### config.mk
export PLATFORM = sky130hd
export DESIGN_NAME = rf_write_arbiter
export DESIGN_NICKNAME = d
export VERILOG_FILES = /design/src/rtl/rf_arb_pkg.sv /design/src/rtl/rr_picker.sv /design/src/rtl/rf_write_arbiter.sv
export SDC_FILE = /design/constraint.sdc
export NUM_CORES = 1
export LEC_CHECK = 0
export BUFFER_PORTS_ARGS = -buffer_cell sky130_fd_sc_hd__buf_4
export CAP_MARGIN = 20
export CELL_PAD_IN_SITES_DETAIL_PLACEMENT = 0
export CELL_PAD_IN_SITES_GLOBAL_PLACEMENT = 1
export CORE_ASPECT_RATIO = 0.6
export CORE_MARGIN = 2
export CORE_UTILIZATION = 33
export CTS_CLUSTER_DIAMETER = 150
export DETAILED_ROUTE_END_ITERATION = 16
export PLACE_DENSITY_LB_ADDON = 0.3
export SLEW_MARGIN = 20
export SYNTH_ARGS = -nofsm -noshare
export SYNTH_HDL_FRONTEND = slang
export SYNTH_SLANG_ARGS = --single-unit
### constraint.sdc
create_clock -name clk -period 6.6 [get_ports clk]
set_input_delay 1.32 -clock clk [delete_from_list [all_inputs] [get_ports clk]]
set_output_delay 1.32 -clock clk [all_outputs]
set_load 0.01 [all_outputs]
### src/rtl/rf_arb_pkg.sv
// Shared types and helpers for the register-file write arbiter.
package rf_arb_pkg;

  typedef enum logic {
    IDLE   = 1'b0,
    LOCKED = 1'b1
  } arb_state_t;

  // Highest register index is the program counter.
  function automatic int pc_idx(input int sel_width);
    return (1 << sel_width) - 1;
  endfunction

  function automatic int next_rr(input int idx, input int num_req);
    return (idx + 1 >= num_req) ? 0 : idx + 1;
  endfunction

endpackage

### src/rtl/rr_picker.sv
// Rotating-priority encoder: first valid requester at or after ptr, wrapping.
module rr_picker #(
  parameter int N     = 3,
  parameter int IDX_W = 2
) (
  input  logic [N-1:0]     valid,
  input  logic [IDX_W-1:0] ptr,
  output logic [N-1:0]     grant,
  output logic [IDX_W-1:0] idx
);

  always_comb begin
    int j;
    logic found;
    logic [IDX_W-1:0] jx;
    grant = '0;
    idx   = '0;
    found = 1'b0;
    j     = 0;
    jx    = '0;
    for (int k = 0; k < N; k++) begin
      j  = (int'(ptr) + k) % N;
      jx = IDX_W'(j);
      if (!found && valid[jx]) begin
        grant[jx] = 1'b1;
        idx       = jx;
        found     = 1'b1;
      end
    end
  end

endmodule

### src/rtl/rf_write_arbiter.sv
// Round-robin arbiter sharing the register-file write port, with atomic lock
// sequences, lock timeout and PC write protection; one registered output stage.
module rf_write_arbiter
  import rf_arb_pkg::*;
#(
  parameter int bit_width = 32,
  parameter int sel_width = 5,
  parameter int num_req   = 3,
  parameter int lock_max  = 16
) (
  input  logic                           clk,
  input  logic                           rst,
  input  logic [num_req-1:0]             req_valid,
  input  logic [num_req-1:0]             req_lock,
  input  logic [num_req*sel_width-1:0]   req_sel,
  input  logic [num_req*bit_width-1:0]   req_data,
  output logic [num_req-1:0]             req_ready,
  output logic                           rf_en,
  output logic [sel_width-1:0]           rf_sel_c,
  output logic [bit_width-1:0]           rf_data_in,
  output logic [$clog2(num_req)-1:0]     grant_id,
  output logic                           locked,
  output logic                           lock_abort,
  output logic                           wr_violation
);

  localparam int IDX_W = $clog2(num_req);
  localparam int CNT_W = $clog2(lock_max);
  localparam logic [sel_width-1:0] PC_SEL   = sel_width'(pc_idx(sel_width));
  localparam logic [CNT_W-1:0]     CNT_LAST = CNT_W'(lock_max - 1);

  arb_state_t             state, state_nxt;
  logic [IDX_W-1:0]       rr_ptr, rr_nxt, owner, owner_nxt;
  logic [CNT_W-1:0]       lock_cnt, cnt_nxt;
  logic [num_req-1:0]     pick_grant, owner_oh, xfer_oh;
  logic [IDX_W-1:0]       pick_idx, xfer_idx;
  logic                   xfer, xfer_lock, force_rel, pc_drop;
  logic [sel_width-1:0]   xfer_sel;
  logic [bit_width-1:0]   xfer_data;

  rr_picker #(
    .N     (num_req),
    .IDX_W (IDX_W)
  ) u_pick (
    .valid (req_valid),
    .ptr   (rr_ptr),
    .grant (pick_grant),
    .idx   (pick_idx)
  );

  always_comb begin
    owner_oh = '0;
    for (int i = 0; i < num_req; i++) owner_oh[i] = (owner == IDX_W'(i));
  end

  // On the last lock cycle only a releasing beat may pass; otherwise the lock is torn down.
  always_comb begin
    req_ready = '0;
    force_rel = 1'b0;
    if (state == IDLE) begin
      req_ready = pick_grant;
    end else if (lock_cnt != CNT_LAST) begin
      req_ready = owner_oh & req_valid;
    end else begin
      req_ready = owner_oh & req_valid & ~req_lock;
      force_rel = ~|req_ready;
    end
  end

  always_comb begin
    xfer_oh   = req_valid & req_ready;
    xfer      = |xfer_oh;
    xfer_idx  = (state == IDLE) ? pick_idx : owner;
    xfer_sel  = '0;
    xfer_data = '0;
    xfer_lock = 1'b0;
    for (int i = 0; i < num_req; i++) begin
      if (xfer_oh[i]) begin
        xfer_sel  = req_sel[i*sel_width +: sel_width];
        xfer_data = req_data[i*bit_width +: bit_width];
        xfer_lock = req_lock[i];
      end
    end
    pc_drop = xfer && (xfer_idx != '0) && (xfer_sel == PC_SEL);
  end

  always_comb begin
    state_nxt = state;
    rr_nxt    = rr_ptr;
    owner_nxt = owner;
    cnt_nxt   = lock_cnt;
    case (state)
      IDLE: begin
        if (xfer) begin
          if (xfer_lock) begin
            state_nxt = LOCKED;
            owner_nxt = xfer_idx;
            cnt_nxt   = '0;
          end else begin
            rr_nxt = IDX_W'(next_rr(int'(xfer_idx), num_req));
          end
        end
      end
      LOCKED: begin
        cnt_nxt = lock_cnt + CNT_W'(1);
        if ((xfer && !xfer_lock) || force_rel) begin
          state_nxt = IDLE;
          rr_nxt    = IDX_W'(next_rr(int'(owner), num_req));
        end
      end
      default: state_nxt = IDLE;
    endcase
  end

  always_ff @(posedge clk) begin
    if (rst) begin
      state    <= IDLE;
      rr_ptr   <= '0;
      owner    <= '0;
      lock_cnt <= '0;
    end else begin
      state    <= state_nxt;
      rr_ptr   <= rr_nxt;
      owner    <= owner_nxt;
      lock_cnt <= cnt_nxt;
    end
  end

  // Output stage: one cycle after the accepted beat.
  always_ff @(posedge clk) begin
    if (rst) begin
      rf_en        <= 1'b0;
      rf_sel_c     <= '0;
      rf_data_in   <= '0;
      grant_id     <= '0;
      lock_abort   <= 1'b0;
      wr_violation <= 1'b0;
    end else begin
      rf_en        <= xfer && !pc_drop;
      wr_violation <= pc_drop;
      lock_abort   <= force_rel;
      if (xfer) begin
        rf_sel_c   <= xfer_sel;
        rf_data_in <= xfer_data;
        grant_id   <= xfer_idx;
      end
    end
  end

  assign locked = (state == LOCKED);

endmodule

==> results of run 1 <==
-- registers in the layout (all words and copies together), names as in the netlist --
register / cells
rf_en: 1
rf_sel_c: 5
lock_abort: 1
locked: 1
wr_violation: 1
owner: 2
lock_cnt: 4
rf_data_in: 32
rr_ptr: 2
grant_id: 2
-- where the power goes --
group | internal (mW) | total (mW) | switching (mW)
Combinational | 0.490 | 1.07 | 0.580
Clock | 0.177 | 0.287 | 0.110
Sequential | 0.439 | 0.516 | 0.0777
Total | 1.11 | 1.87 | 0.767
-- cell families (layout without fill, tap and decap cells) --
logic type      after synthesis  in the layout  share of synthesized area (%)
fa+ha+maj                     5              5                           2.18
compound gates              141            141                           38.5
simple gates                 99             99                           16.9
buf+inv                      42            185                           5.75
mux                           3              3                           1.09
flops                        51             51                           35.5
-- worst max-delay path by stage --
stage,slack (ns),endpoint,startpoint,depth (start not counted)
2_1_floorplan,2.72,req_ready[0],req_valid[0],6
3_3_place_gp,2.47,wr_violation,req_valid[1],9
3_5_place_dp,2.25,rf_en,req_valid[1],9
4_1_cts,2.47,req_ready[1],req_valid[1],7
5_1_grt,2.27,rf_en,req_valid[1],9
6_report,2.48,req_ready[1],req_valid[1],7
-- cell type report --
class                           instances  share of cell area (%)
Clock buffer                            6                    2.98
Sequential cell                        51                    23.6
Timing Repair Buffer                  170                    29.5
Multi-Input combinational cell        248                    39.2
Clock inverter                          1                   0.695
Tap cell                              112                    3.24
Inverter                                8                   0.695
-- cells in the mapped netlist (2+ instances only) --
| cell type | n | area share, % |
|---|---|---|
| mux2i_1 | 2 | 0.70 |
| nand3b_1 | 2 | 0.52 |
| nor2_1 | 42 | 5.5 |
| buf_2 | 6 | 1.0 |
| buf_1 | 6 | 0.78 |
| a221oi_1 | 5 | 1.5 |
| o31a_1 | 2 | 0.61 |
| nand2_1 | 15 | 2.0 |
| a2bb2oi_1 | 2 | 0.61 |
| nor3_1 | 4 | 0.70 |
| nor2b_1 | 2 | 0.44 |
| o32ai_1 | 2 | 0.61 |
| a21o_1 | 3 | 0.78 |
| o2111ai_1 | 2 | 0.61 |
| nand4_1 | 2 | 0.44 |
| a211oi_1 | 35 | 9.1 |
| a31oi_1 | 2 | 0.44 |
| nand3_1 | 9 | 1.6 |
| and2_1 | 3 | 0.65 |
| nor4b_1 | 2 | 0.61 |
| inv_1 | 8 | 1.0 |
| o211a_1 | 2 | 0.70 |
| ha_1 | 5 | 2.2 |
| a222oi_1 | 32 | 11 |
| a21oi_1 | 22 | 3.8 |
| a311oi_2 | 2 | 1.0 |
| clkbuf_1 | 22 | 2.9 |
| a211o_1 | 3 | 0.91 |
| and3_1 | 3 | 0.65 |
| o21bai_1 | 2 | 0.52 |
| nand2b_1 | 8 | 1.7 |
| dfxtp_1 | 51 | 36 |
| o21ai_0 | 12 | 2.1 |
-- layer usage --
metal	share of wire [%]	GRT usage, %	vias to the layer above	wire (um)
li1	-	-	1641	-
met1	45	29.6	1638	4790
met2	44	32.7	190	4760
met3	10	7.65	9	1120
met4	0.75	3.37	0	81
met5	0	0	-	0
-- cells in the final DEF, fill, tap and decap left out, types with 3 or more instances in the layout --
cell type    n
nor3_1       4
a21oi_1     22
inv_1        8
clkbuf_16    5
a222oi_1    32
a211oi_1    35
and2_1       3
ha_1         5
nand3_1      9
nand2_1     15
nand2b_1     8
and3_1       3
a211o_1      3
o21ai_0     12
dfxtp_1     51
a21o_1       3
nor2_1      42
a221oi_1     5
buf_4      170
-- metrics by stage --
| stage | total power [mW] | cells | cell area [um^2] |
|---|---|---|---|
| after floorplan | 1.15 | 341 | 2870 |
| after global placement | 1.57 | 589 | 4160 |
| after detailed placement | 1.58 | 589 | 4160 |
| after CTS | 1.88 | 596 | 4320 |
| after global routing | 2.00 | 596 | 4320 |
| final | 1.87 | 596 | 4320 |
-- critical path: cells and delay by family --
kind | cells | cell delay, ns
compound gates | 2 | 0.25
buf+inv | 2 | 0.31
simple gates | 3 | 0.93
==> flow_summary.yaml, run 1 <==
floorplan:
  dieWidth_um: 124
  chipHeight_um: 76.3
  fp.dieArea_um2: 9490
  row_count: 26
  io_pins: 165
  core-area_um2: 8490
  initial_core_util_pct: 33.8
flow_run:
  cap_violations: 0
timing:
  finalMaxSlewViolations: 0
  min_period_ns: 4.12
  rsz0062_at_grt: "false"
  slew_headroom_pct: 49.8
  worstMarginPinSlew_ns: 0.753
  hold_viol_final: 0
  final.setup.tns_ns: 0
  finalCritPeriodShare_pct: 62.5
  fin_worst_skew_ns: 0.00510
  post-route-worst-setup-slack_ns: 2.48
  fmax_mhz: 242
  hold_slack_ns: 0.463
  setup_violations: 0
finish:
  utilization_pct: 50.9
  nets: 608
  syn2layout_area_growth_pct: 50.3
  fill_cells: 804
  seq_area_um2: 1020
  multiInputGateArea_um2: 1690
  diodes: 0
  drive_above_1_share_pct: 38.0
grt:
  grt_max_degree: 51
  grt_pass1_wl_mm: 16.7
  gr-total-overflow: 0
  grt_pass1_vias: 3206
  grt_use_total_pct: 21.4
  antenna_found_initial: 0
critical_path:
  reg2reg_to: "rf_en"
  cp.required_ns: 5.28
  cpMaxStageDelayCell: "nor4b_1"
  path_cells: "buf_4 -> nor4bb_1 -> a311oi_2 -> nor4b_1 -> nor2_1 -> a21oi_1 -> buf_4"
  start_kind: "input port"
  criticalPathCategory: "input port to output port"
  cpMostUsedCell: "buf_4"
  worst-r2r-cell-count: 10
  end_kind: "output port"
  timing.rr.start: "rr_ptr[1]"
  arrival_ns: 2.80
  crit_fanout: 14
  slowest_delay_ns: 0.44
  rrSetupSlack_ns: 2.86
routing:
  num_vias: 3478
  drt-vias-per-instance: 5.84
  routed_wl_mm: 10.8
  postRouteAntennaNets: 0
  drtPass1Iterations: 8
  drc: 0
  drt_iter0_drc: 313
  routedWlPerCell_um: 18.0
clock_tree:
  htreeDepth: 2
  root_buffer: "clkbuf_16"
  cts_resized: 0
  clock_latency_ns: 0.28
  clkTransAtPathRegs_ns: 0.06
  numClockSinks: 51
  clock_path_buffers: 2
  cts_made_buffers: 5
  tritoncts: "done"
  postCtsHoldBufs: 0
  cts_setup_buffers: 0
synth:
  synthFlopType: "dfxtp_1"
  syn_inst: 341
  syn_area_per_cell_um2: 8.42
  yosys_register_bits: 51
  ys_types: 54
  async_reset_ff_share_pct: 0
  yosysSeqAreaShare_pct: 35.5
  syn_area_um2: 2870
  syn_nets: 465
  yosys_warnings: 0
  synth_edf_count: 0
placement:
  gp_congestion: 0.917
  port_buffers: 164
  dp_slack_ns: 2.25
  hpwlAfterDp_mm: 7.90
hold_path:
  min_path_cells: 2
  hp-class: "flop to flop"
  hp-start: "rf_sel_c[2]"
  hold-path-endpoint: "rf_sel_c[2]"
status:
  status: "finished clean"
power:
  power_density_nw_per_um2: 434
  leakage_nw: 1.87
  ir_drop_v: 0.000197
Note: power is estimated with default switching activity, not from simulation.
==> run 2, diff against run 1 <==
--- a/config.mk
+++ b/config.mk
@@ -5,13 +5,14 @@
 export SDC_FILE = /design/constraint.sdc
 export NUM_CORES = 1
 export LEC_CHECK = 0
+export ABC_AREA = 1
 export BUFFER_PORTS_ARGS = -buffer_cell sky130_fd_sc_hd__buf_4
 export CAP_MARGIN = 20
 export CELL_PAD_IN_SITES_DETAIL_PLACEMENT = 0
 export CELL_PAD_IN_SITES_GLOBAL_PLACEMENT = 1
 export CORE_ASPECT_RATIO = 0.6
 export CORE_MARGIN = 2
-export CORE_UTILIZATION = 33
+export CORE_UTILIZATION = 31
 export CTS_CLUSTER_DIAMETER = 150
 export DETAILED_ROUTE_END_ITERATION = 16
 export PLACE_DENSITY_LB_ADDON = 0.3
==> constraint.sdc (replaced) <==
create_clock -name clk -period 4.3 [get_ports clk]
set_input_delay 0.86 -clock clk [delete_from_list [all_inputs] [get_ports clk]]
set_output_delay 0.86 -clock clk [all_outputs]
set_load 0.01 [all_outputs]
==> run 2 against run 1 <==
Combinational power is 100% higher. Cell count is 27% higher. Cell area is 6.9% higher. Flip-flop and latch count stayed put. Area after synthesis is 12% higher. Worst setup slack worse by 1.3 ns. Worst hold slack worse by 0.0027 ns. Critical path depth is 9 higher. Highest routed layer unchanged.
==> flow_summary.yaml, run 2 <==
power:
  p_sw_share_pct: 48.9
  p_total_mw: 3.45
  ir_drop_v: 0.000291
  p_int_mw: 1.76
  p_sw_mw: 1.69
  pwr-share-seq_pct: 22.9
  power_density_nw_per_um2: 746
  clock_power_share_pct: 13.8
  leakage_nw: 2.26
  p_comb_share_pct: 63.4
synth:
  yosys.area.top_type: "dfxtp_1"
  syn_area_per_cell_um2: 6.75
  yosys_warnings: 0
  ys_types: 32
  ys_top_cells_by_count: "nand2_1, dfxtp_1, a31oi_1, o21ai_0, inv_1"
  yosysSeqAreaShare_pct: 31.8
  yosys_register_bits: 51
  synthFlopType: "dfxtp_1"
  synth_edf_count: 0
  synth_top_area_share_pct: 31.8
  synth.area.top_cells: "dfxtp_1, nand2_1, a31oi_1"
  syn_area_um2: 3210
  async_reset_ff_share_pct: 0
  syn_nets: 599
  yosysMostFrequentCell: "nand2_1"
  syn_inst: 475
routing:
  drc: 0
  routed_wl_mm: 10.9
  routedWlPerCell_um: 14.4
  drt-vias-per-instance: 4.88
  postRouteAntennaNets: 0
  num_vias: 3690
  drtPass1Iterations: 4
  drt_iter0_drc: 232
floorplan:
  row_count: 28
  fp.dieArea_um2: 11200
  chipHeight_um: 82.8
  core-area_um2: 9950
  dieWidth_um: 135
  initial_core_util_pct: 32.2
  io_pins: 165
finish:
  final_cell_mix: "buf_4, nand2_1, dfxtp_1"
  regMostFlops: "rf_data_in"
  syn2layout_area_growth_pct: 43.9
  top_regs: "rf_data_in (32), rf_sel_c (5), lock_cnt (4)"
  fill_cells: 996
  drive_above_1_share_pct: 35.4
  final_common_cell: "buf_4"
  diodes: 0
  nets: 744
  largest_register_ffs: 32
grt:
  grt_pass1_vias: 3256
  grt_pass1_wl_mm: 16.5
  grt_use_total_pct: 18.7
  antenna_found_initial: 0
  grt_max_degree: 45
  gr-total-overflow: 0
clock_tree:
  clkTransAtPathRegs_ns: 0.07
  root_buffer: "clkbuf_16"
  tritoncts: "done"
  clock_path_buffers: 2
  cts_setup_buffers: 0
  postCtsHoldBufs: 0
  clock_latency_ns: 0.29
  numClockSinks: 51
  cts_resized: 0
  htreeDepth: 2
  cts_made_buffers: 5
critical_path:
  slowest_delay_ns: 0.62
  crit_family: "simple AND/OR/NAND/NOR gates"
  cpMostUsedCell: "nand2_1"
  criticalPathCategory: "flop to flop"
  path_cells: "inv_1 -> ha_1 -> inv_1 -> nand3_2 -> nand2_2 -> nand4_1 -> nand3_2 -> nand3_4 -> inv_2 -> nand2_1 -> nand3_1 -> nand2_1 -> nand2_1 -> nor2_1 -> nand2_1 -> nor2_1"
  cp.required_ns: 4.49
  arrival_ns: 3.33
  cpMaxStageDelayCell: "inv_2"
  crit_fanout: 43
  end_kind: "flop"
  start_kind: "flop"
  cp_num_buf_inv: 3
hold_path:
  hp-class: "flop to flop"
timing:
  final.setup.tns_ns: 0
  rsz0062_at_grt: "false"
  min_period_ns: 3.14
  setup_violations: 0
  worstMarginPinSlew_ns: 0.615
  fmax_mhz: 318
  hold_viol_final: 0
  fin_worst_skew_ns: 0.00466
  finalCritPeriodShare_pct: 73.1
  slew_headroom_pct: 59.0
  finalMaxSlewViolations: 0
placement:
  hpwlAfterDp_mm: 8.16
  gp_congestion: 0.798
  port_buffers: 164
flow_run:
  cap_violations: 0
status:
  status: "finished clean"
run 2: cells by family after synthesis:
family / share of synthesized area [%]
simple gates: 33.0
flops: 31.8
compound gates: 23.4
fa+ha+maj: 1.95
buf+inv: 9.83
run 2: final timing paths:
check | from | to | slack (ns) | cells past startpoint
worst min register to register | rf_data_in[16] | rf_data_in[16] | 0.46 | 2
worst min-delay path | rf_data_in[16] | rf_data_in[16] | 0.46 | 2
worst max-delay path | rr_ptr[0] | wr_violation | 1.16 | 16
worst max register to register | rr_ptr[0] | wr_violation | 1.16 | 16
run 2: worst min-delay path, stage by stage (launching register included):
cell     delay (ns)
dfxtp_1        0.31
nand2_1        0.06
o21ai_1        0.05
run 2: final cells by class:
type                       instances  area [um^2]  share of cell area (%)
timing repair buffer             165         1240                    26.8
multi-input combinational        359         1870                    40.5
sequential                        51         1020                    22.1
clock inverter                     2         35.0                   0.759
clock buffer                       6          139                    3.01
inverter                          38          143                    3.09
tap                              135          169                    3.66
run 2: per-stage QoR:
| stage | cell area (um^2) | setup slack [ns] | hold slack [ns] | std cells | utilization [%] |
|---|---|---|---|---|---|
| finish | 4620 | 1.16 | 0.460 | 756 | 46.4 |
| detailed placement | 4440 | 0.908 | 0.449 | 748 | 44.6 |
| floorplan | 3210 | 1.70 | 0.456 | 475 | - |
| global route | 4620 | 0.757 | 0.478 | 756 | 46.4 |
| global placement | 4440 | 1.01 | 0.447 | 748 | 44.6 |
| CTS | 4620 | 1.11 | 0.461 | 756 | 46.4 |
run 2: per-layer routing:
| metal | wire length (um) | share of wire [%] | track usage, % |
|---|---|---|---|
| met1 | 5310 | 49 | 27.6 |
| met2 | 4500 | 41 | 26.6 |
| met3 | 890 | 8.2 | 5.16 |
| met4 | 182 | 1.7 | 4.58 |
| met5 | 0 | 0 | 0 |
run 2: power by group through the flow:
stage | Sequential [mW] | Combinational, mW | Clock [mW]
after global placement | 0.796 | 2.18 | 0
after floorplan | 0.839 | 1.51 | 0
final | 0.788 | 2.18 | 0.474
after detailed placement | 0.792 | 2.19 | 0
after global routing | 0.810 | 2.46 | 0.505
after CTS | 0.785 | 2.20 | 0.483
